### src/rtl/conv_window_sequencer_pkg.sv
// Shared types and constants for the Laplacian window sequencer.
package conv_pkg;

   localparam int PIX_W_DEF = 4;
   localparam int IMG_W_DEF = 8;
   localparam int IMG_H_DEF = 8;

   // Positions of the cross-shaped taps inside the packed tap vector
   localparam int NUM_TAPS = 5;
   localparam int TAP_N    = 0;
   localparam int TAP_W    = 1;
   localparam int TAP_C    = 2;
   localparam int TAP_E    = 3;
   localparam int TAP_S    = 4;

   typedef enum logic [1:0] {
      IDLE,
      STREAM,
      DRAIN,
      DONE
   } state_t;

endpackage

### src/rtl/conv_window_sequencer_line_buffer.sv
// Fixed-depth shift buffer; holds one image row of pixels.
module conv_line_buffer #(
   parameter int DEPTH = 8,
   parameter int WIDTH = 4
) (
   input  logic             clk,
   input  logic             shift_en,
   input  logic [WIDTH-1:0] din,
   output logic [WIDTH-1:0] dout
);

   logic [WIDTH-1:0] mem [DEPTH];

   // Shift one pixel in per accepted sample; the oldest entry appears on dout
   always_ff @(posedge clk) begin
      if (shift_en) begin
         mem[0] <= din;
         for (int i = 1; i < DEPTH; i++) begin
            mem[i] <= mem[i-1];
         end
      end
   end

   assign dout = mem[DEPTH-1];

endmodule

### src/rtl/conv_window_sequencer.sv
// Frame controller: buffers two rows, issues cross-shaped Laplacian taps for
// every interior pixel and tracks downstream latency for the result flags.
module conv_window_sequencer
   import conv_pkg::*;
#(
   parameter int IMG_W     = IMG_W_DEF,
   parameter int IMG_H     = IMG_H_DEF,
   parameter int PIX_W     = PIX_W_DEF,
   parameter int STAGE_LAT = 2
) (
   input  logic                     clk,
   input  logic                     reset,
   input  logic                     start,
   input  logic [PIX_W-1:0]         pix_in,
   input  logic                     pix_valid,
   output logic                     pix_ready,
   output logic                     win_enable,
   output logic [PIX_W-1:0]         tap_n,
   output logic [PIX_W-1:0]         tap_w,
   output logic [PIX_W-1:0]         tap_c,
   output logic [PIX_W-1:0]         tap_e,
   output logic [PIX_W-1:0]         tap_s,
   output logic                     res_valid,
   output logic [$clog2(IMG_H)-1:0] res_row,
   output logic [$clog2(IMG_W)-1:0] res_col,
   output logic                     busy,
   output logic                     done
);

   localparam int ROW_W = $clog2(IMG_H);
   localparam int COL_W = $clog2(IMG_W);
   localparam int DRN_W = $clog2(STAGE_LAT + 2);

   state_t                          state, state_nxt;
   logic [ROW_W-1:0]                in_row;
   logic [COL_W-1:0]                in_col;
   logic [DRN_W-1:0]                drain_cnt;
   logic                            accept, last_pix, win_hit;
   logic [PIX_W-1:0]                lb1_out, lb2_out;
   logic [PIX_W-1:0]                cur_d1, mid_d1, mid_d2, top_d1;
   logic [NUM_TAPS-1:0][PIX_W-1:0]  win_taps, taps_p0;
   logic [ROW_W-1:0]                win_row;
   logic [COL_W-1:0]                win_col;
   logic [ROW_W+COL_W:0]            res_dly [STAGE_LAT];

   assign accept   = pix_ready & pix_valid;
   assign last_pix = accept && (in_row == ROW_W'(IMG_H-1)) && (in_col == COL_W'(IMG_W-1));
   // Accepting (r,c) with r>=2, c>=2 completes the window centred at (r-1,c-1)
   assign win_hit  = accept && (in_row >= ROW_W'(2)) && (in_col >= COL_W'(2));

   // State register
   always_ff @(posedge clk) begin
      if (reset) state <= IDLE;
      else       state <= state_nxt;
   end

   // Next-state logic; DRAIN lasts STAGE_LAT+1 cycles so the last result
   // (issued in the first DRAIN cycle) lands before DONE
   always_comb begin
      state_nxt = state;
      case (state)
         IDLE:    if (start) state_nxt = STREAM;
         STREAM:  if (last_pix) state_nxt = DRAIN;
         DRAIN:   if (drain_cnt == DRN_W'(STAGE_LAT)) state_nxt = DONE;
         DONE:    state_nxt = IDLE;
         default: state_nxt = IDLE;
      endcase
   end

   // Moore outputs decoded from the state
   always_comb begin
      pix_ready = (state == STREAM);
      busy      = (state != IDLE);
      done      = (state == DONE);
   end

   // Raster position of the next pixel and drain-cycle counter
   always_ff @(posedge clk) begin
      if (reset) begin
         in_row    <= '0;
         in_col    <= '0;
         drain_cnt <= '0;
      end else begin
         if (accept) begin
            if (in_col == COL_W'(IMG_W-1)) begin
               in_col <= '0;
               in_row <= (in_row == ROW_W'(IMG_H-1)) ? '0 : in_row + 1'b1;
            end else begin
               in_col <= in_col + 1'b1;
            end
         end
         drain_cnt <= (state == DRAIN) ? drain_cnt + 1'b1 : '0;
      end
   end

   conv_line_buffer #(.DEPTH(IMG_W), .WIDTH(PIX_W)) u_lb_prev (
      .clk      (clk),
      .shift_en (accept),
      .din      (pix_in),
      .dout     (lb1_out)
   );

   conv_line_buffer #(.DEPTH(IMG_W), .WIDTH(PIX_W)) u_lb_prev2 (
      .clk      (clk),
      .shift_en (accept),
      .din      (lb1_out),
      .dout     (lb2_out)
   );

   // Short per-row delays giving the column c-1 / c-2 neighbours at accept time
   always_ff @(posedge clk) begin
      if (accept) begin
         cur_d1 <= pix_in;
         mid_d1 <= lb1_out;
         mid_d2 <= mid_d1;
         top_d1 <= lb2_out;
      end
   end

   // Gather the five taps of the window completed by the current accept
   always_comb begin
      win_taps        = '0;
      win_taps[TAP_N] = top_d1;
      win_taps[TAP_W] = mid_d2;
      win_taps[TAP_C] = mid_d1;
      win_taps[TAP_E] = lb1_out;
      win_taps[TAP_S] = cur_d1;
   end

   // ---- stage p0: register issued window, zero taps when nothing is issued
   always_ff @(posedge clk) begin
      if (reset || !win_hit) begin
         win_enable <= 1'b0;
         taps_p0    <= '0;
         win_row    <= '0;
         win_col    <= '0;
      end else begin
         win_enable <= 1'b1;
         taps_p0    <= win_taps;
         win_row    <= in_row - 1'b1;
         win_col    <= in_col - 1'b1;
      end
   end

   assign tap_n = taps_p0[TAP_N];
   assign tap_w = taps_p0[TAP_W];
   assign tap_c = taps_p0[TAP_C];
   assign tap_e = taps_p0[TAP_E];
   assign tap_s = taps_p0[TAP_S];

   // ---- result tracking: free-running delay matching the downstream stages
   always_ff @(posedge clk) begin
      if (reset) begin
         for (int i = 0; i < STAGE_LAT; i++) res_dly[i] <= '0;
      end else begin
         res_dly[0] <= {win_enable, win_row, win_col};
         for (int i = 1; i < STAGE_LAT; i++) res_dly[i] <= res_dly[i-1];
      end
   end

   assign {res_valid, res_row, res_col} = res_dly[STAGE_LAT-1];

endmodule

### config.mk
export PLATFORM = sky130hd
export DESIGN_NAME = conv_window_sequencer
export DESIGN_NICKNAME = d
export VERILOG_FILES = /design/src/rtl/conv_window_sequencer_pkg.sv /design/src/rtl/conv_window_sequencer_line_buffer.sv /design/src/rtl/conv_window_sequencer.sv
export SDC_FILE = /design/constraint.sdc
export NUM_CORES = 1
export LEC_CHECK = 0
export CORE_ASPECT_RATIO = 0.6
export CORE_MARGIN = 5
export CORE_UTILIZATION = 29
export CTS_BUF_LIST = sky130_fd_sc_hd__clkbuf_4 sky130_fd_sc_hd__clkbuf_8
export CTS_CLUSTER_SIZE = 12
export DETAILED_ROUTE_END_ITERATION = 12
export PLACE_DENSITY = 0.58
export SLEW_MARGIN = 40
export SYNTH_ARGS = -nofsm -noshare
export SYNTH_HDL_FRONTEND = slang
export SYNTH_HIERARCHICAL = 1
export SYNTH_SLANG_ARGS = --single-unit
### constraint.sdc
create_clock -name clk -period 7.3 [get_ports clk]
set_clock_uncertainty 0.15 [all_clocks]
set_input_delay 1.46 -clock clk [delete_from_list [all_inputs] [get_ports clk]]
set_output_delay 1.46 -clock clk [all_outputs]
set_load 0.05 [all_outputs]
# Yosys cells after proc, flatten, opt, wreduce, memory -nomap -nowiden
# Memories as Yosys holds them, arrays and structs flattened. A register that Yosys moved wholly into a read port is not among the register bits.
# Index checks and enable logic that the tools add are counted.
word_totals:
  wordCells: 63
  out_inout_bits: 31
  ramBits: 78
  n_memories: 3
  reg_bits: 49
  input_bits: 8
classes:
  n_eq_ne: 9
  mux: 14
  n_reduce_logical: 11
  add_sub_neg: 5
  magnitude_cmp: 2
  bitwise_logic: 4
memory_table:
  columns: ["memory", "depth", "word_bits", "read_ports", "rd_ports_with_merged_regs", "wr", "line_no", "source"]
  rows:
  - ["u_lb_prev.mem", 8, 4, 8, 0, 8, "conv_window_sequencer_line_buffer.sv:12", "logic [WIDTH-1:0] mem [DEPTH];"]
  - ["u_lb_prev2.mem", 8, 4, 8, 1, 8, "conv_window_sequencer_line_buffer.sv:12", null]
  - ["res_dly", 2, 7, 2, 0, 2, "conv_window_sequencer.sv:44", "logic [ROW_W+COL_W:0] res_dly [STAGE_LAT];"]
ops:
  columns: ["cell", "n"]
  rows:
  - ["7-bit 2-to-1 mux", 2]
  - ["2-bit case mux with 4 select lines", 1]
  - ["3-bit by 1-bit adder with 3-bit output (second input constant)", 2]
  - ["2-bit equality test (second input constant)", 3]
  - ["3-bit equality test (second input constant)", 2]
  - ["3-bit by 2-bit >= comparator with 1-bit output (second input constant)", 2]
  - ["1-bit 2-to-1 mux", 6]
  - ["2-bit 2-to-1 mux", 3]
  - ["3-bit 2-to-1 mux", 2]
  - ["3-bit by 1-bit subtractor with 3-bit output (second input constant)", 2]
  - ["1-bit logical AND", 4]
  - ["2-bit inequality test (second input constant)", 2]
  - ["3-bit AND reduction", 1]
  - ["2-bit by 1-bit adder with 2-bit output (second input constant)", 1]
  - ["2-bit by 1-bit equality test with 1-bit output (second input constant)", 1]
  - ["2-bit logical NOT", 1]
  - ["2-bit by 1-bit inequality test with 1-bit output (second input constant)", 1]
  - ["1-bit bitwise OR", 2]
  - ["2-bit AND reduction", 1]
  - ["2-bit nonzero test", 1]
  - ["2-bit OR reduction", 1]
  - ["1-bit bitwise AND", 1]
  - ["1-bit logical NOT", 1]
  - ["1-bit logical OR", 1]
  - ["1-bit inverter", 1]

# Longest topological paths before layout
# Gate-level depths: netlist of run 1.
depth:
  ltp_word: 7
  mapped_depth: 8

# Cells and area by module
# Netlist of run 1, hierarchy kept.
modules_own_cells:
  columns: ["mod", "n_inst", "area_each_um2", "cells_per_inst"]
  rows:
  - ["conv_window_sequencer", 1, 2228.4, 176]
  - ["conv_line_buffer", 2, 991.0, 36]

# Least setup slack after synthesis of run 1
# Ideal clock, no wire load.
synth_path:
  path_kind: "input-to-reg"
  start: "in pix_valid"
  end: "reg cur_d1[0] (enable)"
  stages: 2
  n_path_buf: 0
  t_arrival_ns: 3.134
  setup_slack_ns: 3.583
  cell_sequence: "nand2_2 -> inv_1"
synth_between:
  elab_chain_len: 1
synth_rtl:
  columns: ["item", "line_no", "source"]
  rows:
  - ["from (decl)", "conv_window_sequencer.sv:15", "input logic pix_valid,"]
  - ["1-bit bitwise AND", "conv_window_sequencer.sv:46", "assign accept = pix_ready & pix_valid;"]
  - ["named net accept", "conv_window_sequencer.sv:38", "logic accept, last_pix, win_hit;"]
  - ["to (signal assigned)", "conv_window_sequencer.sv:113", "cur_d1 <= pix_in;"]
  - ["to (decl)", "conv_window_sequencer.sv:40", "logic [PIX_W-1:0] cur_d1, mid_d1, mid_d2, top_d1;"]
# The timed path passes the listed nets, and every way through them passes these cells.
# A chain may end at the register's enable or synchronous reset.

# Worst setup path after layout of run 1
layout_path:
  start: "reg state[1]"
  end: "out pix_ready"
layout_between:
  elab_chain_len: 1
layout_rtl:
  columns: ["item", "line_no", "source"]
  rows:
  - ["from (decl)", "conv_window_sequencer.sv:34", "state_t state, state_nxt;"]
  - ["from (signal assigned)", "conv_window_sequencer.sv:54", "else state <= state_nxt;"]
  - ["2-bit by 1-bit equality test with 1-bit output", "conv_window_sequencer.sv:72", "pix_ready = (state == STREAM);"]
  - ["to (decl)", "conv_window_sequencer.sv:16", "output logic pix_ready,"]
# No other way between the ends.

==> flow_summary.json, run 1 <==
{
  "grt_pass1_vias": 1928,
  "wl_per_cell_um": 11.5,
  "mappedNetlistArea_sq_mm": 0.00421,
  "die_w_um": 166,
  "status": "complete, no violations",
  "clockBufferDepth": 2,
  "relSlewSlack": 0.530,
  "p_sw_frac": 0.220,
  "avgSynthCellArea_sq_um": 17.0,
  "cts_setup_buffers": 0,
  "syn2layout_area_growth_pct": 24.0,
  "path_clk_slew_ps": 70,
  "leakagePower_nw": 1.87,
  "place.gp.congestion": 0.697,
  "drive_above_1_share": 0.123,
  "finalInstanceArea_sq_mm": 0.00522,
  "critical-path-top-delay-family": "buffers and inverters",
  "worst-setup-path-type": "reg -> out",
  "setup_tns_ps": 0,
  "setup_viol": 0,
  "hpwl_um": 3350,
  "hold_buffers": 0,
  "die_area_sq_mm": 0.0171,
  "p_clk_frac": 0.422,
  "critPathArrivalTime_ps": 2060,
  "ctsResizeCount": 0,
  "diodes": 0,
  "ys_warn_count": 6,
  "grt_max_degree": 81,
  "worst_slew_pin_slew_ps": 705,
  "syn_inst": 248,
  "cts_tree": "built",
  "r2r-start": "state[1]",
  "ys_seq_elements": 131,
  "p_int_mw": 1.43,
  "seqPwrFrac": 0.498,
  "io-pin-count": 39,
  "start_util": 0.293,
  "cp.required_ps": 5690,
  "yosysTopAreaCellShare": 0.571,
  "htree_levels": 4,
  "yosysUniqueCellTypes": 24,
  "endpoint": "pix_ready",
  "io_buffers": 38,
  "startpoint": "state[1]",
  "drt-pass1-iter-count": 4,
  "r2r_slack_ps": 5070,
  "p_total_mw": 1.83,
  "cts_buffers": 17,
  "combPwrFrac": 0.079,
  "cp.buffers_inverters": 2,
  "antenna_found_initial": 0,
  "drtIter0Drc": 125,
  "yosysTopAreaCell": "edfxtp_1",
  "worst-path-max-fanout": 7,
  "slowest_delay_ps": 880,
  "finalHoldViolCount": 0,
  "place_area_sq_mm": 0.00471,
  "fp-row-count": 34,
  "gr-total-overflow": 0,
  "ant_nets": 0,
  "clk-insertion-delay-late_ps": 420,
  "slowest_stage": "clkdlybuf4s50_1",
  "via_per_inst": 3.71,
  "peakVddDrop_mv": 0.139,
  "grt_pass1_wl_um": 9350,
  "grt_use_total": 0.0743,
  "ys_seq_area_frac": 0.813,
  "p_per_area_mw_per_mm2": 350,
  "core_sq_mm": 0.0144,
  "final_nets": 308,
  "final.setup.worst_slack_ps": 3630,
  "period_share": 0.503,
  "syn_nets": 269,
  "drc": 0,
  "cts.sinks": 131,
  "fin_crit_ps": 3670,
  "dieHeight_um": 103,
  "timing.fmax_ghz": 0.272,
  "path_cells": "inv_1 -> ha_1 -> clkdlybuf4s50_1",
  "r2r_end": "tap_e[3]",
  "vias": 1849,
  "min_path_type": "reg -> reg",
  "maxCapViolCount": 0,
  "setup.worst_path.start_class": "flop",
  "yosys-top-cells-area": "edfxtp_1, dfxtp_1, ha_1",
  "routed_wl_um": 5700,
  "slew_violations": 0,
  "p_sw_uw": 402,
  "r2r_cells": 6,
  "dp_slack_ps": 3460,
  "path_depth": 3,
  "cts_root_buf": "clkbuf_8",
  "rsz0062_at_grt": "false",
  "worstSetupEndpointType": "output port"
}
==> cells in the final DEF, fill, tap and decap left out, drive strengths merged <==
master	instances
a221o	1
clkinv	5
buf	2
a21oi	3
nor2	12
mux2i	4
bufinv	7
xnor2	2
or3	1
clkdlybuf4s50	37
and2	20
nand3	4
or4	1
nor2b	15
nor3	2
nand2	4
ha	13
clkbuf	20
a211oi	2
nand2b	3
inv	11
dfxtp	51
edfxtp	80
==> Yosys cell counts <==
library cell,instances
buf_6,2
nand2_2,1
or4_1,1
a21oi_1,3
mux2i_1,4
nand2b_1,3
buf_4,14
inv_1,10
ha_1,13
nor3_1,2
edfxtp_1,80
nor2_1,12
a211oi_1,2
nand2_1,3
nand3_1,4
dfxtp_1,51
xnor2_1,2
buf_2,1
a221o_1,1
clkbuf_1,2
nor2b_1,15
and2_1,20
or3_1,1
clkinv_2,1
==> per-stage QoR <==
step / utilization / instances / hold WS (ps)
6_report: 0.363 / 498 / 262
5_1_grt: 0.363 / 498 / 265
4_1_cts: 0.363 / 498 / 261
3_5_place_dp: 0.328 / 466 / 255
3_3_place_gp: 0.327 / 466 / 250
2_1_floorplan: - / 248 / 242
==> final cells by class <==
| class | count | area (sq um) |
|---|---|---|
| clock inverters | 12 | 251 |
| inverters | 11 | 43.8 |
| fillers | 1407 | 9160 |
| repair buffers | 39 | 387 |
| clock buffers | 20 | 263 |
| flip-flops and latches | 131 | 3420 |
| well taps | 198 | 248 |
| multi-input cells | 87 | 604 |
==> state kept, by name (all words and copies together) (netlist names) <==
| register | cells |
|---|---|
| win_enable | 1 |
| mid_d2 | 4 |
| in_row | 3 |
| u_lb_prev/mem | 32 |
| mid_d1 | 4 |
| in_col | 3 |
| tap_n | 4 |
| u_lb_prev2/mem | 32 |
| tap_e | 4 |
| state | 2 |
| tap_c | 4 |
| cur_d1 | 4 |
| tap_s | 4 |
| win_row | 3 |
| drain_cnt | 2 |
| top_d1 | 4 |
| tap_w | 4 |
| res_dly | 14 |
| win_col | 3 |
==> how the worst min path moves through the flow <==
stage / start / endpoint / cells after the start / slack [ps]
2_1_floorplan: drain_cnt[0] / drain_cnt[0] / 1 / 240
3_3_place_gp: drain_cnt[0] / drain_cnt[0] / 1 / 250
3_5_place_dp: u_lb_prev/mem[0][0] / u_lb_prev/mem[0][4] / 0 / 250
4_1_cts: u_lb_prev2/mem[0][13] / u_lb_prev2/mem[1][1] / 0 / 260
5_1_grt: u_lb_prev2/mem[0][0] / u_lb_prev2/mem[0][4] / 0 / 260
6_report: u_lb_prev2/mem[1][4] / u_lb_prev2/mem[1][8] / 0 / 260
==> kinds of logic after synthesis <==
kind of cell | count (synthesis) | synth area share
flip-flops | 131 | 0.813
adder cells (fa/ha/maj) | 13 | 0.0386
multiplexers | 4 | 0.00951
buffers and inverters | 30 | 0.0434
AO/OA/AOI/OAI | 6 | 0.00951
XOR/XNOR | 2 | 0.00416
AND/OR/NAND/NOR | 62 | 0.0817
==> per-layer routing <==
layer / GRT usage / wire [um] / share of wire / vias to the layer above
met3: 0.0372 / 379 / 0.066 / 6
met4: 0.0456 / 35 / 0.0061 / 0
met1: 0.0921 / 2860 / 0.50 / 889
li1: - / - / - / 916
met2: 0.104 / 2430 / 0.43 / 38
met5: 0 / 0 / 0 / -
==> power groups by stage <==
stage | clock [mW] | sequential, mW | combinational, mW
after floorplan | 0 | 0.923 | 0.110
after global placement | 0 | 0.925 | 0.138
after detailed placement | 0 | 0.929 | 0.147
after CTS | 0.793 | 0.912 | 0.148
after global routing | 0.826 | 0.919 | 0.159
final | 0.772 | 0.911 | 0.145
Power figures use the tool's default switching activity.
==> run 2: changes to the inputs <==
clock period = 3.6 ns   (was 7.3 ns; I/O delays follow)
==> flow_summary.json, run 2 (synthesis gave the netlist of run 1 again) <==
{
  "gr-total-overflow": 0,
  "dieHeight_um": 103,
  "status": "complete, no violations",
  "wl_per_cell_um": 11.5,
  "min_path_type": "reg -> reg",
  "relSlewSlack": 0.650,
  "worst-setup-path-type": "reg -> out",
  "vias": 1846,
  "fp-row-count": 34,
  "final.setup.worst_slack_ps": 692,
  "cts_buffers": 17,
  "cp.buffers_inverters": 2,
  "peakVddDrop_mv": 0.235,
  "htree_levels": 4,
  "leakagePower_nw": 1.82,
  "io-pin-count": 39,
  "start_util": 0.293,
  "fill_cells": 1413,
  "drive_above_1_share": 0.120,
  "slowest_stage": "clkdlybuf4s50_1",
  "drt-pass1-iter-count": 6,
  "p_per_area_mw_per_mm2": 662,
  "clk-insertion-delay-late_ps": 420,
  "worst-path-max-fanout": 7,
  "diodes": 0,
  "path_clk_slew_ps": 70,
  "period_share": 0.808,
  "rsz0062_at_grt": "false",
  "hold_buffers": 0,
  "drc": 0,
  "dp_slack_ps": 856,
  "syn2layout_area_growth_pct": 21.9,
  "ant_nets": 0,
  "core_sq_mm": 0.0144,
  "maxCapViolCount": 0,
  "final_common_cell": "edfxtp_1",
  "fin_crit_ps": 2910,
  "grt_use_total": 0.0720,
  "antenna_found_initial": 0,
  "routed_wl_um": 5740,
  "setup_tns_ps": 0,
  "reg.largest.list": "u_lb_prev/mem: 32 flops, u_lb_prev2/mem: 32 flops, res_dly: 14 flops",
  "final_nets": 309,
  "cts_tree": "built",
  "slowest_delay_ps": 870,
  "cts.sinks": 131,
  "drtIter0Drc": 134,
  "ctsResizeCount": 0,
  "io_buffers": 38,
  "cp.required_ps": 2730,
  "grt_pass1_wl_um": 8960,
  "critPathArrivalTime_ps": 2040,
  "cts_setup_buffers": 0,
  "grt_pass1_vias": 1832,
  "grt_max_degree": 81,
  "layout_common_cells": "edfxtp_1, dfxtp_1, clkdlybuf4s50_1, and2_1, clkbuf_8",
  "critical-path-top-delay-family": "buffers and inverters",
  "clockBufferDepth": 2,
  "regArea_sq_mm": 0.00342,
  "slew_violations": 0,
  "worst_slew_pin_slew_ps": 523,
  "cts_root_buf": "clkbuf_8",
  "hpwl_um": 3420,
  "timing.fmax_ghz": 0.344,
  "setup.worst_path.start_class": "flop",
  "die_w_um": 166,
  "die_area_sq_mm": 0.0171,
  "path_cells": "inv_1 -> ha_1 -> clkdlybuf4s50_1",
  "setup_viol": 0,
  "multi_input_area_sq_um": 604,
  "worstSetupEndpointType": "output port",
  "via_per_inst": 3.70,
  "place.gp.congestion": 0.708,
  "finalHoldViolCount": 0
}
==> run 2: routing by layer <==
layer	part of all wire	GRT usage
met2	0.43	0.101
met5	0	0
met4	0.0063	0.0412
met3	0.061	0.0349
met1	0.51	0.0910
==> run 2: path summary, 6_finish.rpt <==
kind | startpoint | endpoint | slack [ps] | cells after the start
max reg2reg | state[1] | tap_s[3] | 1400 | 6
max | state[1] | pix_ready | 690 | 3
min | drain_cnt[0] | drain_cnt[0] | 260 | 1
min reg2reg | drain_cnt[0] | drain_cnt[0] | 260 | 1
==> run 2: area by class of cell <==
type                       instances  area share
sequential                       131       0.667
multi-input combinational         87       0.118
timing repair buffer              40      0.0795
tap                              198      0.0483
clock buffer                      18      0.0471
clock inverter                    14      0.0319
inverter                          11     0.00853
==> run 2: report_power, final <==
group / switching [mW] / internal [mW]
sequential: 0.0481 / 1.80
combinational: 0.212 / 0.0936
clock: 0.553 / 0.689
==> run 2: per-stage QoR <==
| step | cells | area, sq um | hold WS, ps | util | power, mW |
|---|---|---|---|---|---|
| after floorplan | 248 | 4210 | 242 | - | 2.10 |
| after global placement | 467 | 4730 | 250 | 0.329 | 2.16 |
| after detailed placement | 467 | 4730 | 255 | 0.329 | 2.19 |
| after CTS | 499 | 5130 | 265 | 0.357 | 3.44 |
| after global routing | 499 | 5130 | 271 | 0.357 | 3.54 |
| final | 499 | 5130 | 259 | 0.357 | 3.40 |
